<file path="src/rtl/microseq_ctrl.sv">
// microseq_ctrl: CPU control sequencer. It combines the step counter and the
// instruction decoder, and adds a latched flags register, an optional early
// end of instruction, a step enable and a sticky halt state.
// The 16-bit control word is {hlt, marwa, ramwa, ramoa, inregoa, inregwa, awa,
// aoa, sumout, sub, bwa, outregwa, pcinc, pcoe, pcjmp, flagsin}.
module microseq_ctrl #(
   parameter int STEP_W    = 3,
   parameter int MAX_STEPS = 5,
   parameter int EARLY_END = 1,
   parameter int OP_W      = 4
) (
   input  logic              clk,
   input  logic              clr_n,
   input  logic              en,
   input  logic [OP_W-1:0]   opcode,
   input  logic              cf_in,
   input  logic              zf_in,
   output logic [15:0]       ctrl,
   output logic [STEP_W-1:0] step,
   output logic [1:0]        flags_q,
   output logic              halted
);

   typedef enum logic {
      S_RUN  = 1'b0,
      S_HALT = 1'b1
   } state_t;

   state_t            r_state;
   state_t            w_state_next;
   logic [STEP_W-1:0] r_step;
   logic [STEP_W-1:0] w_step_next;
   logic [1:0]        r_flags;
   logic [1:0]        w_flags_next;
   logic              w_op_high;
   logic [3:0]        w_op;
   logic [STEP_W-1:0] w_last;
   logic [15:0]       w_ctrl;
   logic              w_is_hlt;

   // Any set opcode bit above bit 3 turns the instruction into a NOP.
   generate
      if (OP_W > 4) begin : g_wide_op
         assign w_op_high = |opcode[OP_W-1:4];
      end else begin : g_narrow_op
         assign w_op_high = 1'b0;
      end
   endgenerate

   assign w_op = w_op_high ? 4'h0 : opcode[3:0];

   // Last step of the current instruction: per-opcode length or fixed length.
   always_comb begin
      w_last = STEP_W'(MAX_STEPS - 1);
      if (EARLY_END != 0) begin
         case (w_op)
            4'h1, 4'h4: w_last = STEP_W'(3);
            4'h2, 4'h3: w_last = STEP_W'(4);
            default:    w_last = STEP_W'(2);
         endcase
      end
   end

   // Control word decode from step, opcode, latched flags and halt state.
   always_comb begin
      w_ctrl = 16'h0000;
      if (r_state == S_HALT) begin
         w_ctrl = 16'h8000;
      end else if (r_step == STEP_W'(0)) begin
         w_ctrl = 16'h4004;
      end else if (r_step == STEP_W'(1)) begin
         w_ctrl = 16'h1408;
      end else if (r_step == STEP_W'(2)) begin
         case (w_op)
            4'h1, 4'h2, 4'h3, 4'h4: w_ctrl = 16'h4800;
            4'h5:    w_ctrl = 16'h0A00;
            4'h6:    w_ctrl = 16'h0802;
            4'h7:    w_ctrl = r_flags[1] ? 16'h0802 : 16'h0000;
            4'h8:    w_ctrl = r_flags[0] ? 16'h0802 : 16'h0000;
            4'hE:    w_ctrl = 16'h0110;
            4'hF:    w_ctrl = 16'h8000;
            default: w_ctrl = 16'h0000;
         endcase
      end else if (r_step == STEP_W'(3)) begin
         case (w_op)
            4'h1:       w_ctrl = 16'h1200;
            4'h2, 4'h3: w_ctrl = 16'h1020;
            4'h4:       w_ctrl = 16'h2100;
            default:    w_ctrl = 16'h0000;
         endcase
      end else if (r_step == STEP_W'(4)) begin
         case (w_op)
            4'h2:    w_ctrl = 16'h0281;
            4'h3:    w_ctrl = 16'h02C1;
            default: w_ctrl = 16'h0000;
         endcase
      end
   end

   // Next state: advance or wrap the step, latch flags, enter sticky halt.
   always_comb begin
      w_state_next = r_state;
      w_step_next  = r_step;
      w_flags_next = r_flags;
      w_is_hlt     = (w_op == 4'hF) && (r_step == STEP_W'(2));
      if (en && (r_state == S_RUN)) begin
         if (w_ctrl[0]) begin
            w_flags_next = {cf_in, zf_in};
         end
         if (w_is_hlt) begin
            w_state_next = S_HALT;
         end else if (r_step == w_last) begin
            w_step_next = '0;
         end else begin
            w_step_next = r_step + STEP_W'(1);
         end
      end
   end

   // State registers; clr_n returns to step 0 fetch from any state.
   always_ff @(posedge clk or negedge clr_n) begin
      if (!clr_n) begin
         r_state <= S_RUN;
         r_step  <= '0;
         r_flags <= 2'b00;
      end else begin
         r_state <= w_state_next;
         r_step  <= w_step_next;
         r_flags <= w_flags_next;
      end
   end

   assign ctrl    = w_ctrl;
   assign step    = r_step;
   assign flags_q = r_flags;
   assign halted  = (r_state == S_HALT);

endmodule

</file>
<file path="config.mk">
export PLATFORM = sky130hd
export DESIGN_NAME = microseq_ctrl
export DESIGN_NICKNAME = d
export VERILOG_FILES = /design/src/rtl/microseq_ctrl.sv
export SDC_FILE = /design/constraint.sdc
export NUM_CORES = 1
export LEC_CHECK = 0
export BUFFER_PORTS_ARGS = -buffer_cell sky130_fd_sc_hd__buf_4
export CAP_MARGIN = 20
export CORE_MARGIN = 2
export CORE_UTILIZATION = 51
export CTS_CLUSTER_SIZE = 30
export DETAILED_ROUTE_END_ITERATION = 6
export PLACE_DENSITY = 0.92
export SYNTH_ARGS = -nofsm -noshare
export SYNTH_HDL_FRONTEND = slang
export SYNTH_SLANG_ARGS = --single-unit
</file>
<file path="constraint.sdc">
create_clock -name clk -period 3.66 [get_ports clk]
set_clock_uncertainty 0.1 [all_clocks]
set_input_delay 1.098 -clock clk [delete_from_list [all_inputs] [get_ports clk]]
set_output_delay 1.098 -clock clk [all_outputs]
set_load 0.05 [all_outputs]
</file>
# Word level (Yosys, flattened, before mapping)
# Index checks and enable logic that the tools add are counted.
word_totals:
  register_bits: 6
  inputBits: 9
  out_inout_bits: 22
  wordCells: 43
classes:
  n_addsub: 1
  n_eq_ne: 15
  mux: 13
  bitwise_logic: 2
  reduce_logical: 9
ops:
  columns: ["operator", "n"]
  rows:
  - ["16-bit one-hot mux with 7 select lines", 1]
  - ["16-bit 2-to-1 mux", 5]
  - ["14-bit one-hot mux with 3 select lines", 1]
  - ["12-bit 2-to-1 mux", 2]
  - ["10-bit one-hot mux with 2 select lines", 1]
  - ["4-bit by 3-bit equality test with 1-bit output, second input constant", 4]
  - ["4-bit equality test, second input constant", 3]
  - ["10-bit 2-to-1 mux", 1]
  - ["4-bit by 2-bit equality test with 1-bit output, second input constant", 2]
  - ["3-bit by 2-bit equality test with 1-bit output, second input constant", 2]
  - ["3-bit one-hot mux with 2 select lines", 1]
  - ["2-bit AND reduction", 3]
  - ["4-bit by 1-bit equality test with 1-bit output, second input constant", 1]
  - ["2-bit OR reduction", 2]
  - ["4-bit OR reduction", 1]
  - ["3-bit by 1-bit adder with 3-bit output, second input constant", 1]
  - ["3-bit by 1-bit equality test with 1-bit output, second input constant", 1]
  - ["3-bit equality test", 1]
  - ["3-bit equality test, second input constant", 1]
  - ["3-bit logical NOT", 1]
  - ["3-bit 2-to-1 mux", 1]
  - ["1-bit logical AND", 2]
  - ["1-bit NOT", 2]

# Longest topological paths before layout
# Gate-level depths: netlist of the first run.
logic_depth:
  depth_word: 9
  depth_mapped: 7
  ltp_nobuf: 6

# Worst setup path after synthesis of the first run
# OpenSTA, ideal clock, no wires.
synth_path:
  path_type: "reg-to-output"
  startpoint: "register r_step[0], in the netlist step[0]"
  endpoint: "output port ctrl[12]"
  arrival_time_ps: 3501
  slack_ps: -1039
  path_stages_with_launch: 5
  path_buffers: 0
  path_cell_list: "dfrtp_1 > inv_1 > ha_1 > nor4b_1 > o21bai_1"
synth_via:
  elab_chain_len: 6
  elab_cells_between_ends: 9
  cone_classes: "eq/ne: 3; mux: 5; reduce/logical: 1"
synth_rtl:
  columns: ["element", "line", "text"]
  rows:
  - ["from (decl)", "31", "logic [STEP_W-1:0] r_step;"]
  - ["from (signal assigned)", "128", "r_step <= w_step_next;"]
  - ["3-bit by 2-bit equality test with 1-bit output", "84", "end else if (r_step == STEP_W'(3)) begin"]
  - ["16-bit 2-to-1 mux", "84", null]
  - ["16-bit 2-to-1 mux", "73", "end else if (r_step == STEP_W'(2)) begin"]
  - ["16-bit 2-to-1 mux", "71", "end else if (r_step == STEP_W'(1)) begin"]
  - ["16-bit 2-to-1 mux (*)", "69", "end else if (r_step == STEP_W'(0)) begin"]
  - ["16-bit 2-to-1 mux (*)", "67", "if (r_state == S_HALT) begin"]
  - ["to (decl)", "18", "output logic [15:0] ctrl,"]
# Every way passes the cells marked *; elsewhere a longest branch is shown, timed or not.

# Worst setup path in the final report of the first run
layout_path:
  startpoint: "input port opcode[3]"
  endpoint: "output port ctrl[9]"
layout_via:
  elab_chain_len: 8
  elab_cells_between_ends: 21
  cone_classes: "eq/ne: 10; mux: 9; reduce/logical: 2"
layout_rtl:
  columns: ["element", "line", "text"]
  rows:
  - ["from (decl)", "15", "input logic [OP_W-1:0] opcode,"]
  - ["4-bit by 2-bit equality test with 1-bit output", "74, 85, 92", null]
  - ["2-bit OR reduction or 10-bit one-hot mux with 2 select lines (tied branches)", "85, 92", null]
  - ["14-bit one-hot mux with 3 select lines or 10-bit 2-to-1 mux (tied branches)", "85, 91", null]
  - ["16-bit 2-to-1 mux", "84", null]
  - ["16-bit 2-to-1 mux (*)", "73", null]
  - ["16-bit 2-to-1 mux (*)", "71", null]
  - ["16-bit 2-to-1 mux (*)", "69", null]
  - ["16-bit 2-to-1 mux (*)", "67", null]
# Marked as above.

==> reports/results.ini, run 1 <==
[sta]
rsz0062_at_grt=false
maxSlewViolCount=0
min_period_over_period=0.974
fin_hold_ws_ns=0.490
slew_headroom=0.631
setup_viol=0
max_freq_mhz=281
worst_pin_slew_ns=0.549
finalCriticalPeriod_ns=3.56
hold_viol=0

[layout]
diodes=0
drive_above_1_share=0.383
regArea_um2=150
n_fill_cell=109
multi_input_area_um2=613
layout-area-overhead-vs-synth_pct=38.2
finalNetCount=149

[yosys]
synthTopCellsByArea=dfrtp_1, ha_1, nand2_1
avgSynthCellArea_um2=7.62
synth_common_cells=nand2_1, nor2_1, dfrtp_1
synth_top_area_cell=dfrtp_1
synth_area_um2=792
ys_warn_count=0
ys_seq_area_frac=0.190
yosysMostFrequentCell=nand2_1
synth_edf_count=0
syn-num-nets=118
ys_types=39
yosysTopAreaCellShare=0.190
ys.flop_type=dfrtp_1
ys_ff_latch=6
syn-instance-count=104
synthArstFlopShare=1.00

[clock_network]
clk_path_buf_depth=2
clkSinkCount=6
clockRootBuffer=clkbuf_4
cts_tree=done
clk_pin_slew_worst_paths_ns=0.05
cts_made_buffers=3
htree_levels=1
clock_latency_ns=0.24
cts_resized=0
postCtsSetupBuffers=0
postCtsHoldBufs=0

[floorplan]
initial_core_util=0.532
die_width_um=43.4
ios=31
rows=14
core-area_um2=1490
die-area_um2=1880
die_h_um=43.4

[grt]
grt_max_degree=14
grt_util_all_layers=0.264
antenna_found_initial=0
grt_remaining_overflow=0
grt_pass1_vias=876
grt_pass1_wl_um=3800

[setup_path]
cp_max_fo=10
crit_slowest_cell=or3b_4
worstSetupEndpointType=primary output
cp-start-kind=primary input
crit_path_max_incr_delay_ns=0.40
path_class=primary input to primary output
cp.required_ns=2.46
path_cells=buf_4 -> or3b_4 -> nor3_1 -> o21ai_1 -> a211oi_4 -> buf_4
worstPathArrival_ns=2.37
crit_top_cell=buf_4

[flow_run]
maxCapViolCount=0

[outcome]
status=finished, final reports clean

[placement]
hpwl_um=1800
place_congestion=0.852
port_buffers=30

[drt]
antenna_left=0
routed_wl_um=2220
dr_total_vias=869
drt-vias-per-instance=5.83
wl_per_cell_um=14.9
firstDrtPassIters=4
drt_iter0_markers=29
drc=0

[pwr]
power_density_nw_per_um2=178
vdd_drop_max_mv=0.249
p_total_mw=0.195
p_leak_nw=0.500

[hold_path]
hp-class=register to register

[worst max-delay path: cells and delay by family]
kind	cells	cell delay [ns]
AOI/OAI and AO/OA	2	0.33
and+or+nand+nor	2	0.57
buffers and inverters	2	0.36
[area by class of cell]
type | count | share of cell area
Sequential cell | 6 | 0.137
Inverter | 5 | 0.0171
Timing Repair Buffer | 36 | 0.247
Tap cell | 16 | 0.0183
Multi-Input combinational cell | 83 | 0.560
Clock buffer | 3 | 0.0206
[logic make-up (layout without fill, tap and decap cells)]
group	after synthesis	in the layout	share of synthesized area
AOI/OAI and AO/OA	21	21	0.179
xor gates and xnor gates	2	2	0.0221
adders and majority gates	5	5	0.0790
buffers and inverters	15	44	0.0995
DFF	6	6	0.190
muxes	3	3	0.0506
and+or+nand+nor	52	52	0.381
[where the power goes]
group	switching [mW]	leakage (nW)	internal (mW)
sequential	0.00489	0.0700	0.0686
combinational	0.0376	0.416	0.0245
clock	0.0220	0.0138	0.0370
total	0.0645	0.500	0.130
[metal layers]
metal	vias up	global-route usage	part of all wire
met5	-	0	0
met4	0	0.115	0.020
met3	6	0.0292	0.041
met2	30	0.460	0.53
met1	402	0.327	0.41
li1	431	-	-
[sequential cells by signal, summed over array words and instances, names as in the netlist]
name and count:
flags_q 2, halted 1, step 3
[final timing paths]
check	startpoint	endpoint	slack, ns	cells past startpoint
min in group asynchronous	clr_n	flags_q[1]	0.56	1
min reg2reg	flags_q[0]	flags_q[0]	0.49	1
min	flags_q[0]	flags_q[0]	0.49	1
max in group asynchronous	clr_n	step[1]	2.79	1
max reg2reg	step[0]	flags_q[1]	1.44	7
max	opcode[3]	ctrl[9]	0.1	6
[placed cells by master, fill, tap and decap left out, types with 2 or more instances in the layout]
cell type,n
nand2_1,11
buf_4,36
and4b_1,2
nand3_1,3
nor4_1,4
mux2_4,2
nand3b_1,2
a21oi_1,3
inv_1,5
dfrtp_1,6
o31ai_1,2
ha_1,5
nor2b_1,4
xnor2_1,2
and2_4,2
nand2b_1,3
o21ai_1,4
or3_1,3
nor2_1,9
clkbuf_4,3
nor3_1,3
[through the flow]
step,TNS (ns),util,setup WS [ns],instance area (µm²),instances
floorplan,-0.265,-,-0.160,856,104
global placement,0,0.720,0.111,1070,146
detailed placement,0,0.720,0.0935,1070,146
CTS,0,0.735,0.0935,1090,149
global route,0,0.735,0.0440,1090,149
finish,0,0.735,0.0964,1090,149
Power figures use the tool's default switching activity.
==> inputs of run 2 (changes only) <==
Settings changed: CELL_PAD_IN_SITES_DETAIL_PLACEMENT set to 1, CELL_PAD_IN_SITES_GLOBAL_PLACEMENT set to 1, CORE_ASPECT_RATIO set to 0.8, CORE_UTILIZATION 51 to 36, PLACE_DENSITY 0.92 to 0.93.
==> run 2 against run 1 <==
Wire length is 10% higher. Count of clock-buffer cells in the layout unchanged. Via count shrank 1.3%. Maximum frequency is 0.61% lower. Worst hold slack better by 0.013 ns.
==> reports/results.ini, run 2 (synthesized netlist as in run 1, its figures left out) <==
[outcome]
status=finished, final reports clean  ; unchanged

[hold_path]
hp-class=register to register  ; unchanged
hold_path_depth=1  ; unchanged
holdPathEnd=flags_q[0]  ; unchanged
min_from=flags_q[0]  ; unchanged

[floorplan]
rows=15  ; was 14
die_width_um=56.4  ; was 43.4 µm
initial_core_util=0.373  ; was 0.532
die_h_um=46.0  ; was 43.4 µm
ios=31  ; unchanged
die-area_um2=2590  ; was 1880 µm²
core-area_um2=2120  ; was 1490 µm²

[setup_path]
regToRegSetupSlack_ns=1.42  ; was 1.44 ns
crit_path_max_incr_delay_ns=0.39  ; was 0.40 ns
cp.required_ns=2.46  ; about the same
cp_max_fo=9  ; was 10
path_cells=buf_4 -> or3b_4 -> buf_4 -> nor4_4 -> and2_4 -> buf_4  ; was buf_4 -> or3b_4 -> nor3_1 -> o21ai_1 -> a211oi_4 -> buf_4
cp-start-kind=primary input  ; unchanged
regToRegStartpoint=step[0]  ; unchanged
rr_endpoint=flags_q[1]  ; unchanged
path_class=primary input to primary output  ; unchanged
rr_worst_depth=7  ; unchanged
crit_slowest_cell=or3b_4  ; unchanged
worstSetupEndpointType=primary output  ; unchanged
crit_top_cell=buf_4  ; unchanged
worstPathArrival_ns=2.39  ; was 2.37 ns

[placement]
place_congestion=0.826  ; was 0.852
hpwl_um=2060  ; was 1800 µm
dp_cells=155  ; was 146
post-place-ws_ns=0.0755  ; was 0.0935 ns
port_buffers=30  ; unchanged

[clock_network]
postCtsHoldBufs=0  ; unchanged
clockRootBuffer=clkbuf_4  ; unchanged
clk_pin_slew_worst_paths_ns=0.04  ; was 0.05 ns
clock_latency_ns=0.23  ; was 0.24 ns
cts_tree=done  ; unchanged
clk_path_buf_depth=2  ; unchanged
clkSinkCount=6  ; unchanged
cts_made_buffers=3  ; unchanged
htree_levels=1  ; unchanged

[sta]
worst_pin_slew_ns=0.473  ; was 0.549 ns
max_freq_mhz=279  ; was 281 MHz
rsz0062_at_grt=false  ; unchanged
maxSlewViolCount=0  ; unchanged
slew_headroom=0.685  ; was 0.631
fin_ws_ns=0.0744  ; was 0.0964 ns
finalCriticalPeriod_ns=3.59  ; was 3.56 ns
min_period_over_period=0.980  ; was 0.974
hold_viol=0  ; unchanged
finalSetupTns_ns=0  ; unchanged
setup_viol=0  ; unchanged

[layout]
n_fill_cell=288  ; was 109
finalNetCount=149  ; unchanged
largest_reg_flops=3  ; unchanged
layout-area-overhead-vs-synth_pct=40.4  ; was 38.2%
diodes=0  ; unchanged
regArea_um2=150  ; unchanged
layout_commonest_cell=buf_4  ; unchanged
layout_common_cells=buf_4, nand2_1, nor2_1  ; unchanged
multi_input_area_um2=619  ; was 613 µm²
drive_above_1_share=0.391  ; was 0.383
utilization=0.524  ; was 0.735
fin_cells=158  ; was 149

[grt]
grt_pass1_vias=863  ; was 876
antenna_found_initial=0  ; unchanged
grt_pass1_wl_um=4190  ; was 3800 µm
grt_remaining_overflow=0  ; unchanged
grt_util_all_layers=0.208  ; was 0.264
grt_max_degree=14  ; unchanged

[pwr]
vdd_drop_max_mv=0.133  ; was 0.249 mV
p_leak_nw=0.500  ; about the same
power_density_nw_per_um2=174  ; was 178 nW/µm²

[drt]
drc=0  ; unchanged
drt-vias-per-instance=5.43  ; was 5.83
firstDrtPassIters=4  ; unchanged
drt_iter0_markers=16  ; was 29
antenna_left=0  ; unchanged
dr_total_vias=858  ; was 869
wl_per_cell_um=15.5  ; was 14.9 µm
routed_wl_um=2450  ; was 2220 µm

[flow_run]
maxCapViolCount=0  ; unchanged

run 2: cell counts in the layout (fill, tap and decap cells not counted):
No cell type changed its count.
run 2: critical path: cells and delay by family:
kind,cells,cell delay [ns]
simple gates,3,0.79
buf+inv,3,0.49
run 2: routing by layer:
metal | share of wire | global-route usage | wire length (µm)
met1 | 0.47 | 0.263 | 1140
met3 | 0.018 | 0.0170 | 44
met5 | 0 | 0 | 0
met4 | 0.0078 | 0.0810 | 19
met2 | 0.51 | 0.377 | 1240
run 2: where the power goes:
part | leakage, nW | switching (mW) | internal (mW) | total (mW)
Sequential | 0.0700 | 0.00481 | 0.0687 | 0.0735
Combinational | 0.416 | 0.0384 | 0.0246 | 0.0631
Clock | 0.0138 | 0.0200 | 0.0368 | 0.0568
run 2: how the worst max path moves through the flow:
stage | start | to | cells after the start
CTS | opcode[3] | ctrl[9] | 6
global placement | opcode[3] | ctrl[9] | 6
detailed placement | opcode[3] | ctrl[9] | 6
finish | opcode[3] | ctrl[6] | 6
global route | opcode[3] | ctrl[9] | 6
floorplan | opcode[3] | ctrl[6] | 4
run 2: area by class of cell:
type                    count  area share
inverters                   5      0.0169
flip-flops and latches      6       0.135
well taps                  25      0.0281
clock buffers               3      0.0202
repair buffers             36       0.243
multi-input cells          83       0.557
run 2: what timing repair did:
item,4_1_cts,5_1_grt
endpoints found under the hold margin,0,0
setup buffers,0,0
setup endpoints to repair,0,2
gates resized for setup,0,1
run 2: through the flow:
step,instance area [µm²],hold slack [ns],power (mW)
detailed placement,1080,0.494,0.138
global route,1110,0.533,0.211
floorplan,856,0.702,0.118
CTS,1110,0.504,0.197
global placement,1080,0.485,0.133
finish,1110,0.503,0.193
